===== config.mk =====
export PLATFORM = sky130hd
export DESIGN_NAME = arm_lsu
export DESIGN_NICKNAME = d
export VERILOG_FILES = /design/src/rtl/arm_lsu_pkg.sv /design/src/rtl/arm_byte_lane.sv /design/src/rtl/arm_lsu.sv
export SDC_FILE = /design/constraint.sdc
export NUM_CORES = 1
export LEC_CHECK = 0
export ABC_AREA = 1
export ABC_CLOCK_PERIOD_IN_PS = 5500
export CAP_MARGIN = 5
export CORE_MARGIN = 10
export CORE_UTILIZATION = 46
export CTS_CLUSTER_DIAMETER = 40
export DETAILED_ROUTE_END_ITERATION = 10
export PLACE_DENSITY = 0.83
export SYNTH_ARGS = -nofsm -noshare
export SYNTH_HDL_FRONTEND = slang
export SYNTH_SLANG_ARGS = --single-unit

===== constraint.sdc =====
create_clock -name clk -period 5.5 [get_ports clk]
set_input_delay 1.65 -clock clk [delete_from_list [all_inputs] [get_ports clk]]
set_output_delay 1.65 -clock clk [all_outputs]
set_load 0.01 [all_outputs]

===== src/rtl/arm_lsu_pkg.sv =====
// Shared constants for the load/store unit: FSM encodings, byte lanes, burst default.
package arm_lsu_pkg;

   localparam int unsigned BURST_MAX_DEF = 16;

   // FSM state encodings
   localparam logic [1:0] ST_IDLE   = 2'd0;
   localparam logic [1:0] ST_ACCESS = 2'd1;
   localparam logic [1:0] ST_RMW_WR = 2'd2;

   // Big-endian byte lanes selected by addr[1:0]
   localparam logic [1:0] LANE_31_24 = 2'd0;
   localparam logic [1:0] LANE_23_16 = 2'd1;
   localparam logic [1:0] LANE_15_8  = 2'd2;
   localparam logic [1:0] LANE_7_0   = 2'd3;

endpackage


===== src/rtl/arm_byte_lane.sv =====
// Combinational byte-lane extract (zero-extended) and lane merge, big-endian.
module arm_byte_lane
   import arm_lsu_pkg::*;
(
   input  logic [31:0] rd_word,
   input  logic [31:0] old_word,
   input  logic [1:0]  sel,
   input  logic [7:0]  new_byte,
   output logic [31:0] ext_c,
   output logic [31:0] merge_c
);

   // Pick the addressed lane out of rd_word and splice new_byte into old_word
   always_comb begin
      ext_c   = '0;
      merge_c = old_word;
      case (sel)
         LANE_31_24: begin ext_c = {24'd0, rd_word[31:24]}; merge_c[31:24] = new_byte; end
         LANE_23_16: begin ext_c = {24'd0, rd_word[23:16]}; merge_c[23:16] = new_byte; end
         LANE_15_8:  begin ext_c = {24'd0, rd_word[15:8]};  merge_c[15:8]  = new_byte; end
         default:    begin ext_c = {24'd0, rd_word[7:0]};   merge_c[7:0]   = new_byte; end
      endcase
   end

endmodule


===== src/rtl/arm_lsu.sv =====
// Load/store unit: word, byte and block requests turned into word-granular memory beats.
module arm_lsu
   import arm_lsu_pkg::*;
#(
   parameter  int unsigned BURST_MAX = BURST_MAX_DEF,
   localparam int unsigned CW        = $clog2(BURST_MAX)
) (
   input  logic          clk,
   input  logic          rst,
   input  logic          req_valid,
   output logic          req_ready,
   input  logic          req_store,
   input  logic          req_byte,
   input  logic [31:0]   req_addr,
   input  logic [CW-1:0] req_count,
   input  logic [31:0]   req_wdata,
   output logic [CW-1:0] beat_idx,
   output logic [31:0]   mem_addr,
   output logic [31:0]   mem_wdata,
   output logic          mem_we,
   input  logic [31:0]   mem_rdata,
   input  logic          mem_excpt,
   output logic          rsp_valid,
   output logic [CW-1:0] rsp_idx,
   output logic [31:0]   rsp_data,
   output logic          rsp_fault,
   output logic          rsp_last
);

   logic [1:0]    state_q, state_d;
   logic          store_q, store_d;
   logic          byte_q, byte_d;
   logic [31:0]   base_q, base_d;
   logic [CW-1:0] cnt_q, cnt_d;
   logic [CW-1:0] beat_q, beat_d;
   logic [31:0]   rmw_q, rmw_d;
   logic          rsp_valid_d, rsp_fault_d, rsp_last_d;
   logic [CW-1:0] rsp_idx_d;
   logic [31:0]   rsp_data_d;
   logic [31:0]   beat_addr;
   logic [31:0]   lane_ext, lane_merge;

   assign beat_idx  = beat_q;
   assign req_ready = (state_q == ST_IDLE);
   assign beat_addr = {base_q[31:2], 2'b00} + 32'({beat_q, 2'b00});

   arm_byte_lane u_lane (
      .rd_word  (mem_rdata),
      .old_word (rmw_q),
      .sel      (base_q[1:0]),
      .new_byte (req_wdata[7:0]),
      .ext_c    (lane_ext),
      .merge_c  (lane_merge)
   );

   // State and response registers
   always_ff @(posedge clk or posedge rst) begin
      if (rst) begin
         state_q   <= ST_IDLE;
         store_q   <= 1'b0;
         byte_q    <= 1'b0;
         base_q    <= '0;
         cnt_q     <= '0;
         beat_q    <= '0;
         rmw_q     <= '0;
         rsp_valid <= 1'b0;
         rsp_idx   <= '0;
         rsp_data  <= '0;
         rsp_fault <= 1'b0;
         rsp_last  <= 1'b0;
      end else begin
         state_q   <= state_d;
         store_q   <= store_d;
         byte_q    <= byte_d;
         base_q    <= base_d;
         cnt_q     <= cnt_d;
         beat_q    <= beat_d;
         rmw_q     <= rmw_d;
         rsp_valid <= rsp_valid_d;
         rsp_idx   <= rsp_idx_d;
         rsp_data  <= rsp_data_d;
         rsp_fault <= rsp_fault_d;
         rsp_last  <= rsp_last_d;
      end
   end

   // Next-state, memory-port decode and per-beat response
   always_comb begin
      state_d     = state_q;
      store_d     = store_q;
      byte_d      = byte_q;
      base_d      = base_q;
      cnt_d       = cnt_q;
      beat_d      = beat_q;
      rmw_d       = rmw_q;
      rsp_valid_d = 1'b0;
      rsp_idx_d   = '0;
      rsp_data_d  = '0;
      rsp_fault_d = 1'b0;
      rsp_last_d  = 1'b0;
      mem_addr    = '0;
      mem_wdata   = '0;
      mem_we      = 1'b0;

      case (state_q)
         ST_IDLE: begin
            if (req_valid) begin
               if ((!req_byte && (req_addr[1:0] != 2'b00)) || (req_byte && (req_count != '0))) begin
                  // Misaligned or illegal: fault immediately, never touch memory
                  rsp_valid_d = 1'b1;
                  rsp_fault_d = 1'b1;
                  rsp_last_d  = 1'b1;
               end else begin
                  store_d = req_store;
                  byte_d  = req_byte;
                  base_d  = req_addr;
                  cnt_d   = req_count;
                  beat_d  = '0;
                  state_d = ST_ACCESS;
               end
            end
         end

         ST_ACCESS: begin
            mem_addr = beat_addr;
            if (store_q && !byte_q) begin
               mem_we    = 1'b1;
               mem_wdata = req_wdata;
            end
            if (store_q && byte_q && !mem_excpt) begin
               // Byte store: keep the old word and write the merged word next cycle
               rmw_d   = mem_rdata;
               state_d = ST_RMW_WR;
            end else begin
               rsp_valid_d = 1'b1;
               rsp_idx_d   = beat_q;
               rsp_fault_d = mem_excpt;
               if (!store_q && !mem_excpt)
                  rsp_data_d = byte_q ? lane_ext : mem_rdata;
               if (mem_excpt || (beat_q == cnt_q)) begin
                  rsp_last_d = 1'b1;
                  state_d    = ST_IDLE;
               end else begin
                  beat_d = beat_q + CW'(1);
               end
            end
         end

         ST_RMW_WR: begin
            mem_addr    = beat_addr;
            mem_we      = 1'b1;
            mem_wdata   = lane_merge;
            rsp_valid_d = 1'b1;
            rsp_idx_d   = beat_q;
            rsp_fault_d = mem_excpt;
            rsp_last_d  = 1'b1;
            state_d     = ST_IDLE;
         end

         default: state_d = ST_IDLE;
      endcase
   end

endmodule


==> results of run 1 <==
[cell families after synthesis]
| group | count (synthesis) | synth area share [%] |
|---|---|---|
| DFF | 115 | 44.9 |
| and+or+nand+nor | 460 | 28.7 |
| buffers and inverters | 128 | 8.61 |
| xor gates and xnor gates | 7 | 0.957 |
| AOI/OAI and AO/OA | 176 | 14.7 |
| adders and majority gates | 10 | 2.07 |
| other | 1 | 0.0585 |
[critical path: cells and delay by family, from the launching register on]
| family | cells | cell delay, ns |
|---|---|---|
| buffers and inverters | 3 | 0.78 |
| and+or+nand+nor | 5 | 0.71 |
| adders and majority gates | 2 | 0.63 |
| DFF | 1 | 0.51 |
| AOI/OAI and AO/OA | 1 | 0.30 |
[sequential cells by signal, summed over array words and instances (netlist names)]
signal / flops
base_q: 32
beat_idx: 4
byte_q: 1
cnt_q: 4
rmw_q: 32
rsp_data: 32
rsp_fault: 1
rsp_idx: 4
rsp_last: 1
rsp_valid: 1
state_q: 2
store_q: 1
[routing by layer]
| metal | up-vias | GRT usage [%] | routed length (um) |
|---|---|---|---|
| met4 | 2 | 10.4 | 782 |
| li1 | 3259 | - | - |
| met1 | 3212 | 28.4 | 9520 |
| met3 | 60 | 7.02 | 2080 |
| met2 | 346 | 39.4 | 11300 |
| met5 | - | 0 | 13 |
[power groups by stage]
stage	logic [uW]	registers (uW)	clock network, uW
detailed placement	1390	1340	0
finish	1400	1340	1010
floorplan	819	1300	0
global placement	1360	1340	0
CTS	1410	1330	1010
global route	1570	1370	1040
[cell usage in the layout (no fill, tap or decap), drive strengths merged]
cell type and count:
dfrtp 115, inv 90, clkdlybuf4s50 212, xnor2 2
clkbuf 25, a22oi 8, a41oi 8, fa 1
a31oi 1, bufinv 1, and2 1, clkinv 7
a21oi 63, o21bai 1, nor4 1, or2 3
diode 1, nor3 5, nor2 104, buf 6
nand3 24, ha 9, o21ai 95, nand4 6
xor2 5, nand3b 1, nand2 314, nor3b 1
conb 2
[worst min path at each step]
stage / start / end / slack (ns) / cells after the start
floorplan: rmw_q[0]$_DFFE_PP0P_ / rmw_q[0]$_DFFE_PP0P_ / 0.44 / 2
global placement: rmw_q[3]$_DFFE_PP0P_ / rmw_q[3]$_DFFE_PP0P_ / 0.46 / 2
detailed placement: rmw_q[3]$_DFFE_PP0P_ / rmw_q[3]$_DFFE_PP0P_ / 0.46 / 2
CTS: rmw_q[3]$_DFFE_PP0P_ / rmw_q[3]$_DFFE_PP0P_ / 0.47 / 2
global route: rmw_q[3]$_DFFE_PP0P_ / rmw_q[3]$_DFFE_PP0P_ / 0.49 / 2
finish: rmw_q[3]$_DFFE_PP0P_ / rmw_q[3]$_DFFE_PP0P_ / 0.48 / 2
[through the flow]
stage          hold WS, ns  total power [uW]  std cells  setup WS, ns
6_report             0.476              3750       1292         0.494
3_3_place_gp         0.456              2700       1261         0.656
4_1_cts              0.474              3750       1291         0.487
5_1_grt              0.492              3980       1292         0.215
2_1_floorplan        0.442              2120        898         0.806
3_5_place_dp         0.460              2740       1261         0.658
[cell type report]
class                   instances  share of cell area [%]
diodes                          1                  0.0274
clock buffers                  25                    5.20
clock inverters                 5                   0.589
inverters                      93                    3.86
multi-input cells             655                    32.7
flip-flops and latches        115                    31.5
well taps                     180                    2.46
repair buffers                218                    23.7
==> flow_metrics.py, run 1 <==
metrics = {
    "run_status": {
        "status": "completed",
    },
    "global_route": {
        "first_global_vias": 6724,
        "grt_max_degree": 64,
        "grt.total_usage_pct": 23.9,
        "grt_pass1_wl_um": 36800,
        "antenna_found_initial": 2,
        "gr-total-overflow": 0,
    },
    "yosys": {
        "synth_area_um2": 6400,
        "synth-edff-count": 0,
        "synthDistinctLibCells": 37,
        "synthTopCellsByArea": "dfrtp_1 (45%), nand2_1 (18%), o21ai_0 (7.0%)",
        "synth_top_cell_area_share_pct": 44.9,
        "avgSynthCellArea_um2": 7.14,
        "syn_inst": 897,
        "yosys.area.top_type": "dfrtp_1",
        "ys_top_cells_by_count": "nand2_1 (312), dfrtp_1 (115), nor2_1 (101)",
        "synthFlopType": "dfrtp_1",
        "yosysMostFrequentCell": "nand2_1",
        "yosys_warnings": 0,
        "synth-async-reset-ratio_pct": 100,
        "yosysSeqAreaShare_pct": 44.9,
        "synth-seq-cells": 115,
    },
    "setup_path": {
        "regToRegEndpoint": "rmw_q[31]$_DFFE_PP0P_",
        "slowest_delay_ns": 0.59,
        "endpoint": "mem_addr[30]",
        "cpMostUsedCell": "nand2_1",
        "setup.worst_path.start": "beat_idx[0]$_DFFE_PP0P_",
        "worstReg2RegStart": "state_q[1]$_DFFE_PP0P_",
        "crit_chain": "ha_1 > inv_1 > fa_1 > o21ai_1 > inv_1 > nor2_1 > nand2_1 > nand2_1 > nand2_1 > nor2_1 > clkdlybuf4s50_1",
        "setup.worst_path.start_class": "flip-flop",
        "r2r_slack_ns": 3.16,
        "worstPathRequired_ns": 3.85,
        "crit_type": "reg -> out",
        "worstPathArrival_ns": 3.36,
        "worstRegToRegCells": 7,
        "end_kind": "output port",
        "cpMaxStageDelayCell": "clkdlybuf4s50_1",
        "cp_max_fo": 8,
    },
    "cts": {
        "clk_latency_ns": 0.42,
        "htreeDepth": 4,
        "cts-root-buf": "clkbuf_16",
        "cts_sinks": 115,
        "clock_path_buffers": 2,
        "tritoncts": "built",
        "ctsResizeCount": 0,
        "cts_hold_buf": 0,
        "cts_made_buffers": 17,
        "clk_pin_slew_ns": 0.05,
        "postCtsSetupBuffers": 0,
    },
    "floorplanning": {
        "start_util_pct": 46.5,
        "dieArea_um2": 19000,
        "die_w_um": 138,
        "die_h_um": 138,
        "core-area_um2": 13800,
        "boundaryPins": 215,
        "num_rows": 43,
    },
    "sta": {
        "hold_viol": 0,
        "setup_viol": 0,
        "slew_headroom_pct": 45.7,
        "rsz0062_at_grt": "false",
        "period_needed_ns": 5.01,
        "period_share_pct": 91.0,
        "drv_slew": 0,
        "clock_skew_ns": 0.00651,
        "fmax_mhz": 200,
        "tightestPinTransition_ns": 0.815,
        "fin_setup_tns_ns": 0,
    },
    "route": {
        "drt-total-wl_um": 23700,
        "drt_iter0_drc": 540,
        "drc": 0,
        "wl_per_cell_um": 18.4,
        "drt-vias-per-instance": 5.32,
        "vias": 6879,
        "final_antenna_net_count": 0,
        "firstDrtPassIters": 9,
    },
    "placement": {
        "postPlaceCellArea_um2": 8610,
        "place_congestion": 0.895,
        "dp_hpwl_um": 18000,
        "portBuffers": 212,
    },
    "finish": {
        "regArea_um2": 2880,
        "multi_input_area_um2": 2990,
        "final_util_pct": 66.4,
        "syn_to_final_growth_pct": 42.7,
        "nets": 1216,
        "layout-drive-gt1-share_pct": 4.41,
        "design_area_um2": 9140,
        "fillers": 1216,
    },
    "pwr": {
        "power_switching_uw": 1450,
        "cellPowerDensity_nw_per_um2": 410,
        "p_int_uw": 2310,
        "ir_drop_v": 0.000219,
        "swShare_pct": 38.5,
        "comb_power_share_pct": 37.4,
        "leakagePower_uw": 0.00404,
        "p_clk_share_pct": 26.9,
        "seq_power_share_pct": 35.7,
    },
    "worst_hold_path": {
        "min_path_type": "reg -> reg",
    },
    "run": {
        "drv_cap": 0,
    },
}
Note: power is estimated with default switching activity, not from simulation.
==> run 2, diff against run 1 <==
--- a/config.mk
+++ b/config.mk
@@ -9,10 +9,11 @@
 export ABC_CLOCK_PERIOD_IN_PS = 5500
 export CAP_MARGIN = 5
 export CORE_MARGIN = 10
-export CORE_UTILIZATION = 46
+export CORE_UTILIZATION = 60
 export CTS_CLUSTER_DIAMETER = 40
 export DETAILED_ROUTE_END_ITERATION = 10
-export PLACE_DENSITY = 0.83
+export DONT_BUFFER_PORTS = 1
+export PLACE_DENSITY = 0.78
 export SYNTH_ARGS = -nofsm -noshare
 export SYNTH_HDL_FRONTEND = slang
 export SYNTH_SLANG_ARGS = --single-unit
==> run 2 against run 1 <==
Final cell count fell by 20%; sequential cell count did not move; non-clock buffer count fell by 215; clock power barely moved; core utilization rose by 0.90 points; routed wire length fell by 12%; sequential share of layout area rose by 9.8 points; largest cell class unchanged.
==> flow_metrics.py, run 2 (synthesized netlist as in run 1, its figures left out) <==
metrics = {
    "floorplanning": {
        "die_w_um": 123,
        "num_rows": 37,
        "start_util_pct": 61.8,
        "dieArea_um2": 15200,
        "die_h_um": 123,
        "boundaryPins": 215,
        "core-area_um2": 10400,
    },
    "cts": {
        "postCtsSetupBuffers": 0,
        "clk_pin_slew_ns": 0.06,
        "cts_made_buffers": 17,
        "clock_path_buffers": 2,
        "tritoncts": "built",
        "htreeDepth": 4,
        "cts_hold_buf": 0,
        "clk_latency_ns": 0.51,
        "cts_sinks": 115,
        "ctsResizeCount": 0,
        "cts-root-buf": "clkbuf_8",
    },
    "placement": {
        "postPlaceCellArea_um2": 6410,
        "dp_hpwl_um": 16100,
        "portBuffers": 0,
        "place_congestion": 0.958,
    },
    "sta": {
        "fmax_mhz": 213,
        "period_needed_ns": 4.70,
        "rsz0062_at_grt": "false",
        "fin_setup_tns_ns": 0,
        "slew_headroom_pct": 26.6,
        "drv_slew": 0,
        "clock_skew_ns": 0.00688,
        "fin_hold_ws_ns": 0.481,
        "setup_viol": 0,
        "period_share_pct": 85.4,
        "hold_viol": 0,
        "tightestPinTransition_ns": 1.10,
    },
    "setup_path": {
        "end_kind": "output port",
        "worstPathArrival_ns": 3.05,
        "cp_max_fo": 30,
        "setup.worst_path.start_class": "flip-flop",
        "worstPathRequired_ns": 3.85,
        "crit_type": "reg -> out",
    },
    "pwr": {
        "leakagePower_uw": 0.00324,
        "ir_drop_v": 0.000249,
        "cellPowerDensity_nw_per_um2": 495,
        "power_uw": 3450,
    },
    "global_route": {
        "grt_pass1_wl_um": 31600,
        "gr-total-overflow": 0,
        "antenna_found_initial": 0,
        "first_global_vias": 5892,
        "grt_max_degree": 92,
        "grt.total_usage_pct": 26.9,
    },
    "finish": {
        "diodes": 0,
        "design_area_um2": 6980,
        "nets": 1001,
        "final_cell_mix": "nand2_1 (312), dfrtp_1 (115), nor2_1 (100)",
        "fillers": 889,
        "largestRegisters": "base_q x32, rmw_q x32, rsp_data x32",
        "final_common_cell": "nand2_1",
        "layout-drive-gt1-share_pct": 6.01,
        "syn_to_final_growth_pct": 8.91,
    },
    "worst_hold_path": {
        "min_path_type": "reg -> reg",
    },
    "route": {
        "vias": 6029,
        "final_antenna_net_count": 0,
        "drc": 0,
        "drt-total-wl_um": 20900,
        "drt_iter0_drc": 689,
        "firstDrtPassIters": 8,
        "wl_per_cell_um": 20.2,
        "drt-vias-per-instance": 5.83,
    },
    "run": {
        "drv_cap": 0,
    },
    "run_status": {
        "status": "completed",
    },
}
==> run 2: worst max-delay path, stage by stage (launching register included) <==
cell and delay (ns):
dfrtp_1 0.40, inv_1 0.09, ha_1 0.56, clkinv_1 0.69, buf_4 0.48, nor2_1 0.30
==> run 2: final cells by class <==
type                            count  area [um2]  share of cell area (%)
Multi-Input combinational cell    655        2990                    42.8
Sequential cell                   115        2880                    41.3
Clock buffer                       19         442                    6.33
Inverter                           93         353                    5.06
Tap cell                          136         170                    2.44
Clock inverter                     13         124                    1.78
Timing Repair Buffer                3        22.5                   0.323
==> run 2: report_power, final <==
part	leakage (uW)	switching, uW	total (uW)	internal, uW
registers	0.00146	232	1360	1130
clock network	0.000260	414	1040	627
logic	0.00152	762	1050	284
==> run 2: final timing paths <==
check | cells after the start | end | from | slack (ns)
worst min-delay path | 2 | rmw_q[7]$_DFFE_PP0P_ | rmw_q[7]$_DFFE_PP0P_ | 0.48
worst max register to register | 9 | base_q[13]$_DFFE_PP0P_ | state_q[1]$_DFFE_PP0P_ | 2.63
worst min register to register | 2 | rmw_q[7]$_DFFE_PP0P_ | rmw_q[7]$_DFFE_PP0P_ | 0.48
max in group asynchronous | 2 | rmw_q[20]$_DFFE_PP0P_ | rst | 3.27
min in group asynchronous | 1 | rsp_data[31]$_DFF_PP0_ | rst | 1.30
worst max-delay path | 5 | mem_addr[30] | state_q[1]$_DFFE_PP0P_ | 0.80
==> run 2: per-layer routing <==
| metal | share of wire [%] | vias to the layer above | wire length, um | global-route usage (%) |
|---|---|---|---|---|
| li1 | - | 2830 | - | - |
| met1 | 37 | 2758 | 7710 | 31.2 |
| met2 | 48 | 380 | 10000 | 44.4 |
| met3 | 12 | 61 | 2460 | 9.07 |
| met4 | 3.4 | 0 | 719 | 12.1 |
| met5 | 0 | - | 0 | 0 |
==> run 2: stage by stage <==
step           util, %  std cells  worst slack (ns)
6_report          67.3       1034             0.802
5_1_grt           67.3       1034             0.590
4_1_cts           67.3       1034             0.806
3_5_place_dp      61.8       1002              1.35
3_3_place_gp      61.8       1002              1.45
2_1_floorplan        -        898             0.806
==> variant (flow settings as in run 2) <==
Take the reset off `rsp_data` and load it in a clocked block of its own.
--- a/src/rtl/arm_lsu.sv
+++ b/src/rtl/arm_lsu.sv
@@ -66,5 +66,4 @@
          rsp_valid <= 1'b0;
          rsp_idx   <= '0;
-         rsp_data  <= '0;
          rsp_fault <= 1'b0;
          rsp_last  <= 1'b0;
@@ -79,8 +78,11 @@
          rsp_valid <= rsp_valid_d;
          rsp_idx   <= rsp_idx_d;
-         rsp_data  <= rsp_data_d;
          rsp_fault <= rsp_fault_d;
          rsp_last  <= rsp_last_d;
       end
+   end
+
+   always_ff @(posedge clk) begin
+      rsp_data <= rsp_data_d;
    end
 
Check against the original RTL: differs if rst is asserted again (counterexample within 4 cycles, from zero or initial values and one cycle with rst high); with rst held inactive, the same outputs for 4 cycles.
==> variant against run 2 <==
Setup slack worse by 0.080 ns; routed wire length down 4.1%; clock skew up 0.0010 ns; synthesized area down 1.4%; power up 8.5%; sequential cell count unchanged; combinational power up 21%; design area down 1.4%.
==> variant: results (changes against run 2) <==
Pint=0.00220 W (+7.5%); clk_skew=0.00789 ns (+0.00101 ns); share of cells above drive strength 1=8.32% (+2.3 points); syn_area_per_cell=7.38 um2 (+3.3%); VDD IR-drop max=0.231 mV (-7.0%); Worst R2R Start=state_q[0]; DP Wirelength=15.2 mm (-6.1%); vias=5778 (-4.2%); total track usage=26.4% (-0.47 points); Critical Path Fanout Max=19 (-37%); status=completed; Worst EP arrival=3.13 ns (+0.08 ns); asr flop ratio synth=72.2% (-28 points); routed wire length per instance=20.3 um (+0.31%); vias in the first global route=5844 (-0.81%); DP Area=6280 um2 (-2.1%); internal reg-to-reg setup slack=2.80 ns (+0.17 ns); WL final=20.1 mm (-4.1%); largest net degree at the start of global routing=69 (-25%); Max transition margin=21.1% (-5.5 points); Filler cells=869 (-2.2%); gp weighted congestion=0.934 (-2.5%); Place WS=1.32 ns (-0.0300 ns); Reg2Reg Depth=7 (-2); worst hold endpoint=base_q[5]
[variant: logic make-up after synthesis]
group	after synthesis	share of synthesized area, %
and+or+nand+nor	408	27.3
other	1	0.0594
DFF	115	43.0
muxes	8	1.90
AOI/OAI and AO/OA	173	15.5
buffers and inverters	137	9.53
adders and majority gates	10	2.10
xor gates and xnor gates	4	0.555
[variant: worst max path at each step]
stage                    start           end  slack (ns)
floorplan                  rst     base_q[0]        1.71
global placement    state_q[0]  mem_wdata[6]        1.43
detailed placement  state_q[0]  mem_wdata[6]        1.32
CTS                 state_q[0]  mem_wdata[6]        0.72
global route        state_q[0]  mem_wdata[6]        0.57
finish              state_q[0]  mem_wdata[6]        0.72
[variant: power groups by stage]
stage	clock (W)	combinational (W)	sequential [W]
2_1_floorplan	0	0.00103	0.00129
3_3_place_gp	0	0.00122	0.00135
3_5_place_dp	0	0.00126	0.00136
4_1_cts	0.00113	0.00127	0.00135
5_1_grt	0.00116	0.00143	0.00138
6_report	0.00112	0.00127	0.00135
[variant: area by class of cell]
| class | count | area (um2) | area share [%] |
|---|---|---|---|
| timing repair buffer | 2 | 15.0 | 0.218 |
| multi-input combinational | 605 | 3000 | 43.6 |
| inverter | 99 | 373 | 5.42 |
| sequential | 115 | 2720 | 39.5 |
| clock buffer | 20 | 445 | 6.48 |
| tap | 136 | 170 | 2.47 |
| clock inverter | 12 | 155 | 2.26 |
[variant: routing by layer]
layer,global-route usage (%),vias to the layer above,share of wire (%)
met1,28.6,2728,36
met3,10.8,35,11
met5,0,-,0
li1,-,2730,-
met4,9.13,0,2.0
met2,45.9,285,51
[variant: worst max-delay path, stage by stage (launching register included)]
cell and delay, ns:
dfrtp_1 0.41, inv_1 0.10, ha_1 0.60, inv_1 0.39, nor2_1 0.61, a22oi_1 0.21, nor2_1 0.30
